[config.mk]
export PLATFORM = sky130hd
export DESIGN_NAME = cpu_run_monitor
export DESIGN_NICKNAME = d
export VERILOG_FILES = /design/src/rtl/cpu_run_monitor.sv
export SDC_FILE = /design/constraint.sdc
export NUM_CORES = 1
export LEC_CHECK = 0
export ABC_AREA = 0
export CAP_MARGIN = 5
export CORE_MARGIN = 2
export CORE_UTILIZATION = 55
export CTS_CLUSTER_SIZE = 16
export DETAILED_ROUTE_END_ITERATION = 12
export DONT_BUFFER_PORTS = 1
export PLACE_DENSITY = 0.81
export SLEW_MARGIN = 40
export SYNTH_ARGS = -nofsm -noshare
export SYNTH_HDL_FRONTEND = slang
export SYNTH_SLANG_ARGS = --single-unit
[constraint.sdc]
create_clock -name clk -period 6.4 [get_ports clk]
set_clock_uncertainty 0.1 [all_clocks]
set_input_delay 1.6 -clock clk [delete_from_list [all_inputs] [get_ports clk]]
set_output_delay 1.6 -clock clk [all_outputs]
set_load 0.03 [all_outputs]
[src/rtl/cpu_run_monitor.sv]
// Run-control monitor on the retire boundary: counts RUN cycles and
// retirements, and ends the run on a stop-address hit, a hung core or a
// cycle timeout. Terminal states hold until clear or reset.
module cpu_run_monitor #(
  parameter int XLEN           = 32,
  parameter int NUM_STOP       = 2,
  parameter int CNT_W          = 32,
  parameter int STALL_LIMIT    = 16,
  parameter int TIMEOUT_CYCLES = 100000,
  parameter int IDX_W          = (NUM_STOP > 1) ? $clog2(NUM_STOP) : 1
) (
  input  logic                     clk,
  input  logic                     rstn,
  input  logic                     arm,
  input  logic                     clear,
  input  logic                     retire_valid,
  input  logic [XLEN-1:0]          retire_pc,
  input  logic [NUM_STOP*XLEN-1:0] stop_addr,
  input  logic [NUM_STOP-1:0]      stop_en,
  output logic [2:0]               state,
  output logic                     done,
  output logic                     pass,
  output logic [IDX_W-1:0]         hit_idx,
  output logic [XLEN-1:0]          end_pc,
  output logic [CNT_W-1:0]         cycle_cnt,
  output logic [CNT_W-1:0]         retire_cnt
);

  localparam int               SW     = $clog2(STALL_LIMIT + 1);
  localparam logic [SW-1:0]    LIM    = SW'(STALL_LIMIT);
  localparam logic [CNT_W-1:0] TMO    = CNT_W'(TIMEOUT_CYCLES);
  localparam bit               TMO_EN = (TIMEOUT_CYCLES != 0);

  typedef enum logic [2:0] {
    S_IDLE    = 3'd0,
    S_RUN     = 3'd1,
    S_HALT    = 3'd2,
    S_HANG    = 3'd3,
    S_TIMEOUT = 3'd4
  } state_t;

  state_t             st_q, st_d;
  logic               done_d, pass_d;
  logic [IDX_W-1:0]   hit_d;
  logic [XLEN-1:0]    pc_d;
  logic [CNT_W-1:0]   cyc_d, ret_d, cyc_inc, ret_inc;
  logic [SW-1:0]      idle_q, idle_d, same_q, same_d;
  logic               match_any;
  logic [IDX_W-1:0]   match_idx;

  assign state = st_q;

  // Saturating increments; counters stick at all-ones instead of wrapping
  assign cyc_inc = (cycle_cnt  == '1) ? cycle_cnt  : cycle_cnt  + CNT_W'(1);
  assign ret_inc = (retire_cnt == '1) ? retire_cnt : retire_cnt + CNT_W'(1);

  // Stop-address compare; the lowest matching enabled channel wins
  always_comb begin
    match_any = 1'b0;
    match_idx = '0;
    for (int unsigned i = 0; i < NUM_STOP; i++) begin
      if (!match_any && retire_valid && stop_en[i] &&
          retire_pc == stop_addr[i*XLEN +: XLEN]) begin
        match_any = 1'b1;
        match_idx = IDX_W'(i);
      end
    end
  end

  // Next-state and next-output logic; end_pc doubles as the previous retired PC
  always_comb begin
    st_d   = st_q;
    hit_d  = hit_idx;
    pc_d   = end_pc;
    cyc_d  = cycle_cnt;
    ret_d  = retire_cnt;
    idle_d = idle_q;
    same_d = same_q;
    if (clear) begin
      st_d   = S_IDLE;
      hit_d  = '0;
      pc_d   = '0;
      cyc_d  = '0;
      ret_d  = '0;
      idle_d = '0;
      same_d = '0;
    end else begin
      case (st_q)
        S_IDLE: begin
          if (arm) begin
            st_d   = S_RUN;
            hit_d  = '0;
            pc_d   = '0;
            cyc_d  = '0;
            ret_d  = '0;
            idle_d = '0;
            same_d = '0;
          end
        end
        S_RUN: begin
          cyc_d = cyc_inc;
          if (retire_valid) begin
            ret_d  = ret_inc;
            pc_d   = retire_pc;
            idle_d = '0;
            // same_q==0 means no earlier retirement in this run
            same_d = (same_q != '0 && retire_pc == end_pc) ? same_q + SW'(1) : SW'(1);
          end else begin
            idle_d = idle_q + SW'(1);
          end
          if (match_any) begin
            st_d  = S_HALT;
            hit_d = match_idx;
          end else if (idle_d == LIM || same_d == LIM) begin
            st_d = S_HANG;
          end else if (TMO_EN && cyc_inc == TMO) begin
            st_d = S_TIMEOUT;
          end
        end
        default: ;
      endcase
    end
    done_d = (st_d == S_HALT) || (st_d == S_HANG) || (st_d == S_TIMEOUT);
    pass_d = (st_d == S_HALT);
  end

  // State and output registers
  always_ff @(posedge clk or posedge rstn) begin
    if (rstn) begin
      st_q       <= S_IDLE;
      done       <= 1'b0;
      pass       <= 1'b0;
      hit_idx    <= '0;
      end_pc     <= '0;
      cycle_cnt  <= '0;
      retire_cnt <= '0;
      idle_q     <= '0;
      same_q     <= '0;
    end else begin
      st_q       <= st_d;
      done       <= done_d;
      pass       <= pass_d;
      hit_idx    <= hit_d;
      end_pc     <= pc_d;
      cycle_cnt  <= cyc_d;
      retire_cnt <= ret_d;
      idle_q     <= idle_d;
      same_q     <= same_d;
    end
  end

endmodule

* After elaboration in Yosys (flattened, before gate mapping)
Index checks and enable logic that the tools add are counted.
W data, S select, Z words.
** Word-level totals
- Bits of input ports :: 103
- Memories kept :: 0
- Word-level logic and storage cells :: 82
- ROM bits :: 0
- Latch bits :: 0
- RAM bits :: 0
- Flip-flop bits (word level) :: 112
** Operators by class
- Eq/ne operators :: 16
- Multipliers :: 0
- Bitwise logic cells :: 0
- Add/subtract/negate cells :: 4
- Div/mod/pow operators :: 0
- Shift-type cells :: 0
- Multiplexer cells :: 36
- Reduce and logical (&&, ||, !) cells :: 17
- $lt $le $gt $ge :: 0
** Operators with widths (number)
- $mux W32 :: 8
- $pmux W32 S2 :: 3
- $eq A32 B32 Y1 :: 3
- $add A32 B1 Y32 const B :: 2
- $eq A32 B32 Y1 const B :: 2
- $mux W5 :: 10
- $eq A32 B17 Y1 const B :: 1
- $pmux W5 S2 :: 2
- $mux W3 :: 5
- $ne A3 B3 Y1 const B :: 4
- $add A5 B1 Y5 const B :: 2
- $eq A5 B5 Y1 const B :: 2
- $eq A3 B2 Y1 const B :: 2
- $logic_and A1 B1 Y1 :: 6
- $mux W1 :: 6
- $pmux W3 S2 :: 1
- $reduce_and A3 Y1 :: 2
- $reduce_bool A5 Y1 :: 1
- $reduce_and A4 Y1 :: 1
- $eq A3 B1 Y1 const B :: 1
- $eq A3 B3 Y1 const B :: 1
- $logic_not A3 Y1 :: 1
- $logic_or A1 B1 Y1 :: 3
- $reduce_bool A3 Y1 :: 1
- other kinds (3) :: 3

* Logic depth before layout (Yosys ltp)
Gate-level depths: netlist (run 1).
- Depth in word-level cells :: 15
- Mapped depth :: 11
- Mapped depth without buffers :: 10

* Worst setup path before layout (run 1)
Ideal clock, no wire load.
- Kind :: in2reg
- Start :: in clear
- End :: reg retire_cnt[16]
- Cell stages on the path :: 10
- Arrival :: 3.603 ns
- Path slack :: 2.565 ns
- Data required time :: 6.168 ns
- Path buffers :: 2
- Cells stage by stage :: buf_2 -> or4b_1 -> clkbuf_1 -> nor4_4 -> nand4_1 -> o21bai_2 -> nor3_1 -> and3_1 -> xnor2_1 -> nor2_1
** On the way
- Longest elaborated chain between the ends :: 2
** RTL lines
- start, declared :: line 15 : input logic clear,
- $ne A3 B3 Y1 (no line) or $reduce_bool A3 Y1 (tied branches)
- $reduce_and A4 Y1 (no line)
- end signal, assigned :: line 146 : retire_cnt <= ret_d;
- end, declared :: line 26 : output logic [CNT_W-1:0] retire_cnt
Several ways; a longest one is shown, not always the timed one.
A chain may end at the register's enable or synchronous reset.

* Final worst setup path (run 1)
Ends and elaborated chain as after synthesis.

==> metrics.cfg, run 1 <==
[outcome]
run_status=finished clean

[cells_and_area]
diodes=0
drive_gt1_frac=0.0512
final_cell_area_sq_mm=0.00785
instances_no_fill=1036
layout.nets=963
area.growth.synth_to_final_pct=6.12
fillers=1137

[critical_path]
slowest_delay_ns=0.47
rr_startpoint=cycle_cnt[0]
path_max_fanout=44
path_cells=or4b_1, buf_4, nor4_4, nand4_1, o21bai_2, nor3_1, and3_1, xnor2_1, nor2_1
ff2ff_setup_slack_ns=2.79
worstRegToRegCells=9
worstPathArrival_ns=4.09
cp_slowest_cell=nor4_4
startpoint=clear
cp_top_family=simple AND/OR/NAND/NOR gates
path_depth=9
path_buf_inv=1
crit_path_start_kind=input port
required_ns=6.54
end_kind=register
crit_end=retire_cnt[16]
critPathKind=input port to register
regToRegEndpoint=state[0]

[synth]
yosys.area.top_type=dfrtp_1
synth_most_common_cell=nand2_1
synth_top_area_frac=0.379
synth-edff-count=0
ys_seq_area_frac=0.379
synth_area_per_cell_sq_um=8.34
ys_ff_latch=112
synth_common_cells=132 x nand2_1, 112 x dfrtp_1, 107 x xor2_1, 104 x o21ai_0, 61 x nor2_1
synth_area_leaders=dfrtp_1 38%, xor2_1 13%, o21ai_0 7.0%
netlist_instances=887
synth_ff_type=dfrtp_1
synth_warnings=0
synthArstFlopShare=1.00
syn-cell-area_sq_mm=0.00740
synth_nets=995
synthDistinctLibCells=62

[power]
powerDensity_mw_per_mm2=203
leakage_nw=3.23
vdd_drop_max_mv=0.133

[place]
dpl_cell_area_sq_mm=0.00748
pre_cts_ws_ns=2.08
portBuffers=0
hpwl_mm=15.6
gp_congestion=0.980
dpl.cell_count=1020

[cts]
clk_pin_slew_ns=0.07
post-cts-setup-buffers=0
cts_tree=done
cts_made_buffers=9
clock_latency_ns=0.37
cts_resized=0
ctsHoldBuffers=0
clock_path_buffers=2
root_buffer=clkbuf_16
cts-htree-levels=3
clock_sinks=112

[floorplan]
die_area_sq_mm=0.0144
die_h_microns=120
std_cell_rows=42
die_x_microns=120
initial_core_util=0.561
core-area_sq_mm=0.0132
pin_count=205

[hold_path]
hold_path_class=register to register
hold_start=idle_q[4]

[sta]
setup_viol=0
hold_viol=0
finalCritPeriodShare=0.617
whs_ns=0.454
setup_tns_ns=0
maxSlewViolCount=0
fmax_ghz=0.253
slew_headroom=0.553
worst_slew_pin_slew_ns=0.666
fin_ws_ns=2.45
rsz0062_at_grt=no
period_minus_slack_ns=3.95

[global_route]
first_global_vias=6394
grt_max_degree=70
track_usage=0.300
antenna_found_initial=0
grt_pass1_wl_mm=33.9
grt_remaining_overflow=0

[detailed_routing]
first_pass_iters=6
ant_nets=0
avgRoutedWirePerCell_microns=20.7
wirelength_mm=21.5
drtIter0Drc=666
viasPerCell=6.54
num_vias=6777
drc_errors=0

[run]
maxCapViolCount=0

-- where the power goes --
| part | internal [mW] | leakage (nW) | switching (mW) |
|---|---|---|---|
| combinational | 0.0490 | 1.49 | 0.0884 |
| clock | 0.432 | 0.182 | 0.266 |
| sequential | 0.719 | 1.55 | 0.0416 |
-- logic make-up after synthesis --
group           count (synthesis)  share of synthesized area
buf+inv                        65                     0.0350
fa+ha+maj                       5                    0.00846
simple gates                  377                      0.261
xor+xnor                      132                      0.156
mux                             4                    0.00558
flops                         112                      0.379
compound gates                192                      0.155
-- worst min path at each step --
stage                end  depth (start not counted)
2_1_floorplan  idle_q[4]                          2
3_3_place_gp   idle_q[4]                          2
3_5_place_dp   idle_q[1]                          1
4_1_cts        idle_q[2]                          1
5_1_grt        idle_q[2]                          1
6_report       idle_q[4]                          2
-- layer usage --
metal,up-vias,GRT usage,part of all wire
met5,-,0,0
met4,0,0.159,0.049
met3,64,0.0846,0.092
met2,376,0.501,0.49
met1,3256,0.349,0.37
li1,3081,-,-
-- final cells by class --
class,count,area [sq um],share of cell area
multi-input combinational,710,4350,0.553
inverter,15,61.3,0.00781
clock buffer,10,239,0.0304
clock inverter,6,130,0.0166
timing repair buffer,7,52.6,0.00669
sequential,112,2800,0.357
tap,176,220,0.0280
-- worst min-delay path, delay by kind of cell, from the launching register on --
family	cells	cell delay [ns]
flip-flops	1	0.40
AND/OR/NAND/NOR	1	0.06
AO/OA/AOI/OAI	1	0.06
-- flip-flops by register name, indices dropped and copies added, names as in the netlist --
signal and cells:
cycle_cnt 32, done 1, end_pc 32, hit_idx 1
idle_q 5, pass 1, retire_cnt 32, same_q 5
state 3
-- per-stage QoR --
stage	total power [mW]	utilization
6_report	1.60	0.595
5_1_grt	1.65	0.595
3_5_place_dp	0.911	0.567
4_1_cts	1.60	0.595
2_1_floorplan	0.874	-
3_3_place_gp	0.907	0.567
-- cell usage in the layout, fill, tap and decap left out, types with 3 or more instances in the layout --
cell type	Yosys	final
xnor2_1	25	25
nor3b_1	3	3
nor3_1	12	12
a41oi_1	3	3
a22o_1	7	7
o21ai_0	104	104
o31ai_1	7	7
a311oi_1	4	4
ha_1	5	5
and2_1	13	13
nor4_1	30	30
mux2i_1	3	3
o22ai_1	3	3
bufinv_16	0	4
and4_1	7	7
or2_2	3	3
nand3_1	36	36
xor2_1	107	107
or3_1	3	3
nand2_1	132	131
nand4_1	31	31
and3_1	19	19
clkbuf_16	0	9
a21o_1	3	3
a31oi_1	12	12
nand2b_1	5	5
dfrtp_1	112	112
buf_4	0	7
or4_1	5	5
a21oi_1	26	26
nor2_1	61	61
inv_1	15	14
(Power assumes the default switching activity.)
==> run 2: changes to the inputs <==
--- a/config.mk
+++ b/config.mk
@@ -5,14 +5,14 @@
 export SDC_FILE = /design/constraint.sdc
 export NUM_CORES = 1
 export LEC_CHECK = 0
-export ABC_AREA = 0
+export ABC_AREA = 1
 export CAP_MARGIN = 5
 export CORE_MARGIN = 2
 export CORE_UTILIZATION = 55
 export CTS_CLUSTER_SIZE = 16
 export DETAILED_ROUTE_END_ITERATION = 12
 export DONT_BUFFER_PORTS = 1
-export PLACE_DENSITY = 0.81
+export PLACE_DENSITY = 0.84
 export SLEW_MARGIN = 40
 export SYNTH_ARGS = -nofsm -noshare
 export SYNTH_HDL_FRONTEND = slang
==> constraint.sdc (replaced) <==
create_clock -name clk -period 3.2 [get_ports clk]
set_clock_uncertainty 0.1 [all_clocks]
set_input_delay 0.8 -clock clk [delete_from_list [all_inputs] [get_ports clk]]
set_output_delay 0.8 -clock clk [all_outputs]
set_load 0.03 [all_outputs]
==> run 2 against run 1 <==
Compared with the run above:
- via count up 32%
- synthesized area grew 12%
- wire length up 32%
- die area increased by 12%
- sequential power rose by 100%
- first-iteration DRC count is 39% higher
- synthesized cell count up 46%
- cell area rose by 17%
- critical path depth grew 4
- flip-flop and latch count unchanged
- non-clock buffer count is 48 higher
==> metrics.cfg, run 2 <==
[cts]
cts-htree-levels=3
ctsHoldBuffers=0
clk_pin_slew_ns=0.08
clock_sinks=112
clock_path_buffers=2
cts_tree=done
cts_resized=0
root_buffer=clkbuf_16
post-cts-setup-buffers=0
cts_made_buffers=9
clock_latency_ns=0.37

[synth]
synth_top_area_frac=0.337
yosys.area.top_type=dfrtp_1
synthDistinctLibCells=43
synth_nets=1400
ys_seq_area_frac=0.337
netlist_instances=1292
synth_most_common_cell=nand2_1
synthArstFlopShare=1.00
synth_warnings=0
synth_common_cells=374 x nand2_1, 178 x inv_1, 161 x nor2_1, 112 x dfrtp_1, 104 x nand3_1
synth_area_leaders=dfrtp_1 34%, nand2_1 17%, inv_1 8.0%
ys_ff_latch=112
synth-edff-count=0
synth_area_per_cell_sq_um=6.44
syn-cell-area_sq_mm=0.00832
synth_ff_type=dfrtp_1

[power]
finalPower_mw=3.16
vdd_drop_max_mv=0.265
powerDensity_mw_per_mm2=343
leakage_nw=4.28

[place]
hpwl_mm=22.6
pre_cts_ws_ns=0.237
portBuffers=0
dpl.cell_count=1507
dpl_cell_area_sq_mm=0.00893
gp_congestion=1.02

[outcome]
run_status=finished clean

[sta]
fmax_ghz=0.350
worst_slew_pin_slew_ns=0.636
finalCritPeriodShare=0.893
hold_viol=0
rsz0062_at_grt=no
period_minus_slack_ns=2.86
fin_ws_ns=0.342
whs_ns=0.0774
slew_headroom=0.576
maxSlewViolCount=0
setup_tns_ns=0
setup_viol=0

[hold_path]
hold_path_class=input port to async pin

[global_route]
grt_max_degree=54
antenna_found_initial=0
grt_remaining_overflow=0
track_usage=0.358
first_global_vias=8603
grt_pass1_wl_mm=45.5

[critical_path]
end_kind=register
required_ns=3.41
path_max_fanout=18
critPathKind=register to register
worstPathArrival_ns=3.07
crit_path_start_kind=register

[cells_and_area]
layout.nets=1442
drive_gt1_frac=0.0948
reg_top3=cycle_cnt: 32 flops, end_pc: 32 flops, retire_cnt: 32 flops
area.growth.synth_to_final_pct=10.8
instances_no_fill=1523
diodes=0
final_cell_mix=374 x nand2_1, 177 x inv_1, 161 x nor2_1
final_cell_area_sq_mm=0.00922
final_core_util=0.630
layout_commonest_cell=nand2_1

[floorplan]
core-area_sq_mm=0.0146
die_x_microns=127
initial_core_util=0.568
die_area_sq_mm=0.0161
std_cell_rows=44
pin_count=205
die_h_microns=127

[detailed_routing]
drc_errors=0
avgRoutedWirePerCell_microns=18.6
viasPerCell=5.85
num_vias=8915
drtIter0Drc=923
ant_nets=0
first_pass_iters=6
wirelength_mm=28.3

[run]
maxCapViolCount=0

==> run 2: area by class of cell <==
class,instances,area [sq um]
Tap cell,184,230
Sequential cell,112,2800
Clock buffer,10,229
Multi-Input combinational cell,968,4700
Timing Repair Buffer,55,483
Inverter,188,709
Clock inverter,6,62.6
Fill cell,1378,5430
==> run 2: worst paths after layout <==
check	startpoint	endpoint	slack, ns	cells after the start
max reg2reg	state[0]	retire_cnt[30]	0.34	13
min reg2reg	idle_q[0]	idle_q[0]	0.43	1
max in group asynchronous	rstn	end_pc[3]	2.35	3
min in group clk	clear	state[2]	0.38	1
min	rstn	end_pc[4]	0.08	1
max	state[0]	retire_cnt[30]	0.34	13
==> run 2: power breakdown <==
group	switching [mW]	internal, mW	total (mW)
Clock	0.596	0.551	1.15
Combinational	0.332	0.155	0.486
Sequential	0.0822	1.44	1.53
==> run 2: critical path, cell delays in order (launching register included) <==
cell and delay (ns):
dfrtp_1 0.58, nand2_1 0.12, nor2_1 0.22, inv_2 0.10, nand3b_1 0.13, nand2_1 0.10, inv_2 0.09, nand2_4 0.14
inv_2 0.26, nand2_1 0.16, nor3_2 0.29, nand3_1 0.17, a21oi_1 0.18, o21a_1 0.14
==> run 2: kinds of logic (layout without fill, tap and decap cells) <==
| logic type | after synthesis | count (layout) | synth area share |
|---|---|---|---|
| xor+xnor | 47 | 47 | 0.0495 |
| compound gates | 139 | 139 | 0.0964 |
| fa+ha+maj | 5 | 5 | 0.00752 |
| flops | 112 | 112 | 0.337 |
| simple gates | 777 | 777 | 0.412 |
| buf+inv | 212 | 259 | 0.0979 |
==> run 2: routing by layer <==
layer | routed length [microns] | up-vias | GRT usage
met1 | 11500 | 4091 | 0.468
met3 | 2910 | 76 | 0.0938
li1 | - | 4238 | -
met2 | 12900 | 510 | 0.582
met5 | 0 | - | 0
met4 | 940 | 0 | 0.120
